$ cat src/rtl/rf_seq_pkg.sv
// rf_seq_pkg: shared definitions for the register-file operation sequencer.
// Holds the default data/address widths, op encodings and the FSM state type.
package rf_seq_pkg;

    localparam int DEF_WIDTH = 4;
    localparam int DEF_ADDR  = 3;

    localparam logic [1:0] OP_ADD   = 2'b00;
    localparam logic [1:0] OP_SUB   = 2'b01;
    localparam logic [1:0] OP_AND   = 2'b10;
    localparam logic [1:0] OP_LOADI = 2'b11;

    typedef enum logic [1:0] {
        ST_IDLE  = 2'd0,
        ST_RD_A  = 2'd1,
        ST_RD_B  = 2'd2,
        ST_WRITE = 2'd3
    } state_e;

endpackage

$ cat src/rtl/rf_seq_alu.sv
// rf_seq_alu: combinational ALU for the sequencer.
// Ports: a, b (operands), op (encoding) -> result, carry (carry/borrow).
module rf_seq_alu
    import rf_seq_pkg::*;
#(
    parameter int WIDTH = DEF_WIDTH
) (
    input  logic [WIDTH-1:0] a,
    input  logic [WIDTH-1:0] b,
    input  logic [1:0]       op,
    output logic [WIDTH-1:0] result,
    output logic             carry
);

    logic [WIDTH:0] sum;
    logic [WIDTH:0] diff;

    assign sum  = {1'b0, a} + {1'b0, b};
    // top bit of a zero-extended subtraction is the unsigned borrow
    assign diff = {1'b0, a} - {1'b0, b};

    always_comb begin
        result = '0;
        carry  = 1'b0;
        unique case (op)
            OP_ADD:  {carry, result} = sum;
            OP_SUB:  {carry, result} = diff;
            OP_AND:  result = a & b;
            default: result = b;
        endcase
    end

endmodule

$ cat src/rtl/rf_op_sequencer.sv
// rf_op_sequencer: runs one ADD/SUB/AND/LOADI command against an external
// register file. Ports: cmd_* handshake/fields in, rf_* read/write port, done, carry.
module rf_op_sequencer
    import rf_seq_pkg::*;
#(
    parameter int WIDTH = DEF_WIDTH,
    parameter int ADDR  = DEF_ADDR
) (
    input  logic             clk,
    input  logic             rst_n,
    input  logic             cmd_valid,
    output logic             cmd_ready,
    input  logic [1:0]       op,
    input  logic [ADDR-1:0]  rs1,
    input  logic [ADDR-1:0]  rs2,
    input  logic [ADDR-1:0]  rd,
    input  logic [WIDTH-1:0] imm,
    input  logic [WIDTH-1:0] rf_rdata,
    output logic [ADDR-1:0]  rf_ra,
    output logic [ADDR-1:0]  rf_wa,
    output logic [WIDTH-1:0] rf_wdata,
    output logic             rf_we,
    output logic             done,
    output logic             carry
);

    state_e           state;
    logic [1:0]       op_q;
    logic [ADDR-1:0]  rs1_q;
    logic [ADDR-1:0]  rs2_q;
    logic [ADDR-1:0]  rd_q;
    logic [WIDTH-1:0] imm_q;
    logic [WIDTH-1:0] a_q;
    logic [WIDTH-1:0] res_q;
    logic             carry_q;

    logic [WIDTH-1:0] alu_res;
    logic             alu_carry;

    rf_seq_alu #(
        .WIDTH (WIDTH)
    ) u_alu (
        .a      (a_q),
        .b      (rf_rdata),
        .op     (op_q),
        .result (alu_res),
        .carry  (alu_carry)
    );

    always_ff @(posedge clk or negedge rst_n) begin
        if (!rst_n) begin
            state   <= ST_IDLE;
            op_q    <= '0;
            rs1_q   <= '0;
            rs2_q   <= '0;
            rd_q    <= '0;
            imm_q   <= '0;
            a_q     <= '0;
            res_q   <= '0;
            carry_q <= 1'b0;
        end else begin
            case (state)
                ST_IDLE: begin
                    if (cmd_valid) begin
                        op_q  <= op;
                        rs1_q <= rs1;
                        rs2_q <= rs2;
                        rd_q  <= rd;
                        imm_q <= imm;
                        state <= (op == OP_LOADI) ? ST_WRITE : ST_RD_A;
                    end
                end
                ST_RD_A: begin
                    a_q   <= rf_rdata;
                    state <= ST_RD_B;
                end
                ST_RD_B: begin
                    res_q   <= alu_res;
                    carry_q <= alu_carry;
                    state   <= ST_WRITE;
                end
                default: state <= ST_IDLE;
            endcase
        end
    end

    always_comb begin
        rf_ra = '0;
        if (state == ST_RD_A) rf_ra = rs1_q;
        if (state == ST_RD_B) rf_ra = rs2_q;
    end

    assign cmd_ready = (state == ST_IDLE);
    assign rf_we     = (state == ST_WRITE);
    assign done      = (state == ST_WRITE);
    assign rf_wa     = rd_q;
    // LOADI bypasses the result register so its write never disturbs it
    assign rf_wdata  = (rf_we && op_q == OP_LOADI) ? imm_q : res_q;
    assign carry     = carry_q;

endmodule

$ cat config.mk
export PLATFORM = sky130hd
export DESIGN_NAME = rf_op_sequencer
export DESIGN_NICKNAME = d
export VERILOG_FILES = /design/src/rtl/rf_seq_pkg.sv /design/src/rtl/rf_seq_alu.sv /design/src/rtl/rf_op_sequencer.sv
export SDC_FILE = /design/constraint.sdc
export NUM_CORES = 1
export LEC_CHECK = 0
export ABC_AREA = 1
export CAP_MARGIN = 20
export CORE_MARGIN = 2
export CORE_UTILIZATION = 49
export DETAILED_ROUTE_END_ITERATION = 10
export HOLD_SLACK_MARGIN = 0.12
export PLACE_DENSITY_LB_ADDON = 0.12
export SETUP_SLACK_MARGIN = 0.2
export SLEW_MARGIN = 5
export SYNTH_ARGS = -nofsm -noshare
export SYNTH_HDL_FRONTEND = slang
export SYNTH_SLANG_ARGS = --single-unit
$ cat constraint.sdc
create_clock -name clk -period 2.2 [get_ports clk]
set_clock_uncertainty 0.2 [all_clocks]
set_input_delay 0.33 -clock clk [delete_from_list [all_inputs] [get_ports clk]]
set_output_delay 0.33 -clock clk [all_outputs]
set_load 0.02 [all_outputs]
==> results by group <==
Outcome
  – Status: completed

Yosys
  – Async S/R FF share, synth: 100%
  – Synth top area cells: dfrtp_1 42%, mux2_2 11%, ha_1 10%
  – Most common library cells after synthesis: 31 x nand2_1, 26 x dfrtp_1, 20 x inv_1
  – Post-Synthesis Net Count: 208
  – Post-Synthesis Cells: 171
  – Register area share after synthesis: 41.8%
  – Synth top area share: 41.8%
  – Post-synth cell types: 24
  – Most used flip-flop cell after synthesis: dfrtp_1
  – Top-count cell post-synth: nand2_1
  – Biggest area consumer among synthesized cells: dfrtp_1
  – #FFs+latches synth: 26
  – Syn avg cell area: 9.10 sq um
  – Netlist Area Pre-Place: 0.00156 sq mm
  – Number of synthesized flops with an enable pin: 0
  – Ys Warns: 0

Clock network
  – H-tree levels: 1
  – Worst-Skew Late Latency: 0.33 ns
  – TritonCTS clock tree: yes
  – CTS root buf: clkbuf_4
  – Clock slew at reported path FFs: 0.15 ns
  – Maximum buffer depth of the clock tree: 2
  – CTS buffer count: 3
  – # hold bufs at CTS: 0
  – Clock sink total: 26

Route
  – DRT antenna net count: 0
  – First-pass DRT Iterations: 4
  – DRC: 0
  – Vias: 1386
  – Post-Route WL: 3780 um
  – Drt via density: 5.06
  – DR iter-0 viols: 100
  – Routed len/inst: 13.8 um

Floorplan
  – DIE HEIGHT: 60.4 um
  – Initial Util: 51.4%
  – Core Box Area: 0.00303 sq mm
  – I/O pin count: 36
  – Cell Rows: 20
  – Die area: 0.00364 sq mm
  – Chip width: 60.4 um

Layout
  – Post-route cell area: 0.00221 sq mm
  – Fillers: 237
  – ANT cells: 0
  – Area added between synthesis and finish: 41.8%
  – Cell Count, Final, Fillers Out: 274
  – Layout cells sized above 1: 29.6%
  – Final #Nets: 268

Power and ir drop
  – PD cells: 1400 mW/mm^2
  – Leak: 0.00109 uW
  – Peak supply drop: 845 uV

STA
  – Period utilisation layout: 92.9%
  – Rel. slew slack: 75.5%
  – RSZ-0062 raised after global routing: yes
  – Setup Viol. Count Final: 0
  – Min Tclk post-route: 2.04 ns
  – Hold_ws: 0.143 ns
  – Max Freq: 489 MHz
  – Final Max Tran Viols: 0
  – Post-route setup slack: 0.155 ns
  – Worst-Margin Slew: 0.367 ns
  – Final Hold Viols: 0

Place
  – DP Wirelength: 2790 um
  – Worst slack, placed: -0.0813 ns
  – Post-DP Area: 0.00205 sq mm
  – Gpl congestion: 0.838
  – Placed cell count: 262
  – Port Buf Inserts: 35

Run
  – Maximum Capacitance Violations: 0

Worst setup path
  – Worst EP arrival: 1.51 ns
  – Crit-path max FO: 5
  – CP cell instances: ha_2, nand2_4, mux2_4, buf_6
  – Startpoint types: flop
  – Crit. End Element: output pin
  – Crit path buf inv count: 1
  – Slowest cell delay on critical path: 0.43 ns
  – WP data required: 1.67 ns
  – CP delay by family, top: flip-flops
  – WS Path Type: reg -> out
  – CP max stage cell: dfrtp_1

GRT
  – GRT Util Overall: 22.7%
  – Number of global-route vias before repair: 1373
  – Remaining Overflow, GRT: 0
  – Initial antenna violation count: 0
  – First-pass GRT wire length: 6090 um
  – Largest net degree at the start of global routing: 27

Worst hold path
  – Worst min-delay path category: in -> async
kinds of logic after synthesis:
family | count (synthesis) | synth area share (%)
AOI/OAI and AO/OA | 28 | 9.57
DFF | 26 | 41.8
buffers and inverters | 28 | 8.28
and+or+nand+nor | 59 | 16.5
adders and majority gates | 15 | 13.0
muxes | 15 | 10.9
placed cells by master (no fill, tap or decap), types with 3 or more instances in the layout:
| cell | instances |
|---|---|
| ha_2 | 3 |
| ha_1 | 8 |
| nor2_1 | 9 |
| buf_4 | 27 |
| o21ai_0 | 10 |
| mux2_2 | 13 |
| clkbuf_4 | 3 |
| nor3_1 | 4 |
| nand3_1 | 12 |
| dfrtp_1 | 26 |
| clkdlybuf4s50_1 | 25 |
| nand2_1 | 31 |
| inv_1 | 18 |
| a21oi_1 | 13 |
| buf_6 | 5 |
worst reg2reg max path: cells and delay by family (launching register included):
family	cells	cell delay, ns
mux	1	0.38
simple gates	1	0.30
fa+ha+maj	1	0.22
buf+inv	2	0.20
flops	1	0.39
layout make-up:
class / count / area, sq um / area share [%]
sequential: 26 / 651 / 29.5
clock buffer: 3 / 22.5 / 1.02
multi-input combinational: 117 / 825 / 37.4
clock inverter: 1 / 30.0 / 1.36
inverter: 22 / 86.3 / 3.91
tap: 44 / 55.1 / 2.49
timing repair buffer: 61 / 538 / 24.4
worst paths after layout:
path | to | depth (start not counted) | from | slack (ns)
setup / recovery | rf_wdata[3] | 4 | state[1] | 0.16
hold / removal | rs2_q[2] | 2 | rst_n | 0.14
setup reg to reg | rs1_q[1] | 5 | state[0] | 0.42
hold reg to reg | carry | 2 | carry | 0.32
max in group asynchronous | imm_q[3] | 2 | rst_n | 1.40
min in group clk | carry | 2 | carry | 0.32
repair_timing:
item,4_1_cts,5_1_grt
endpoints found under the setup margin,10,11
pin swaps,2,5
gates resized for setup,46,16
setup buffers,5,3
cloned,0,0
sequential cells by signal, summed over array words and instances (netlist names):
register  count
carry         1
rs2_q         3
state         2
res_q         4
imm_q         4
op_q          2
a_q           4
rs1_q         3
rf_wa         3
stage by stage:
step	TNS (ns)	util, %	power (uW)
2_1_floorplan	0	-	1940
3_3_place_gp	-0.122	67.7	2540
3_5_place_dp	-0.247	67.7	2590
4_1_cts	0	71.0	2990
5_1_grt	0	72.9	3360
6_report	0	72.9	3100
report_power, final:
part	switching, uW	total, uW	internal [uW]
Combinational	986	1910	924
Clock	154	338	184
Sequential	128	846	718
Total	1270	3100	1830
layer usage:
metal / GRT usage [%] / routed length, um / vias to the layer above
met3: 3.41 / 184 / 6
met4: 8.89 / 60 / 0
met2: 40.2 / 2040 / 41
met5: 0 / 0 / -
met1: 27.8 / 1490 / 663
li1: - / - / 676
No activity file was read; power rests on OpenSTA's default activity.
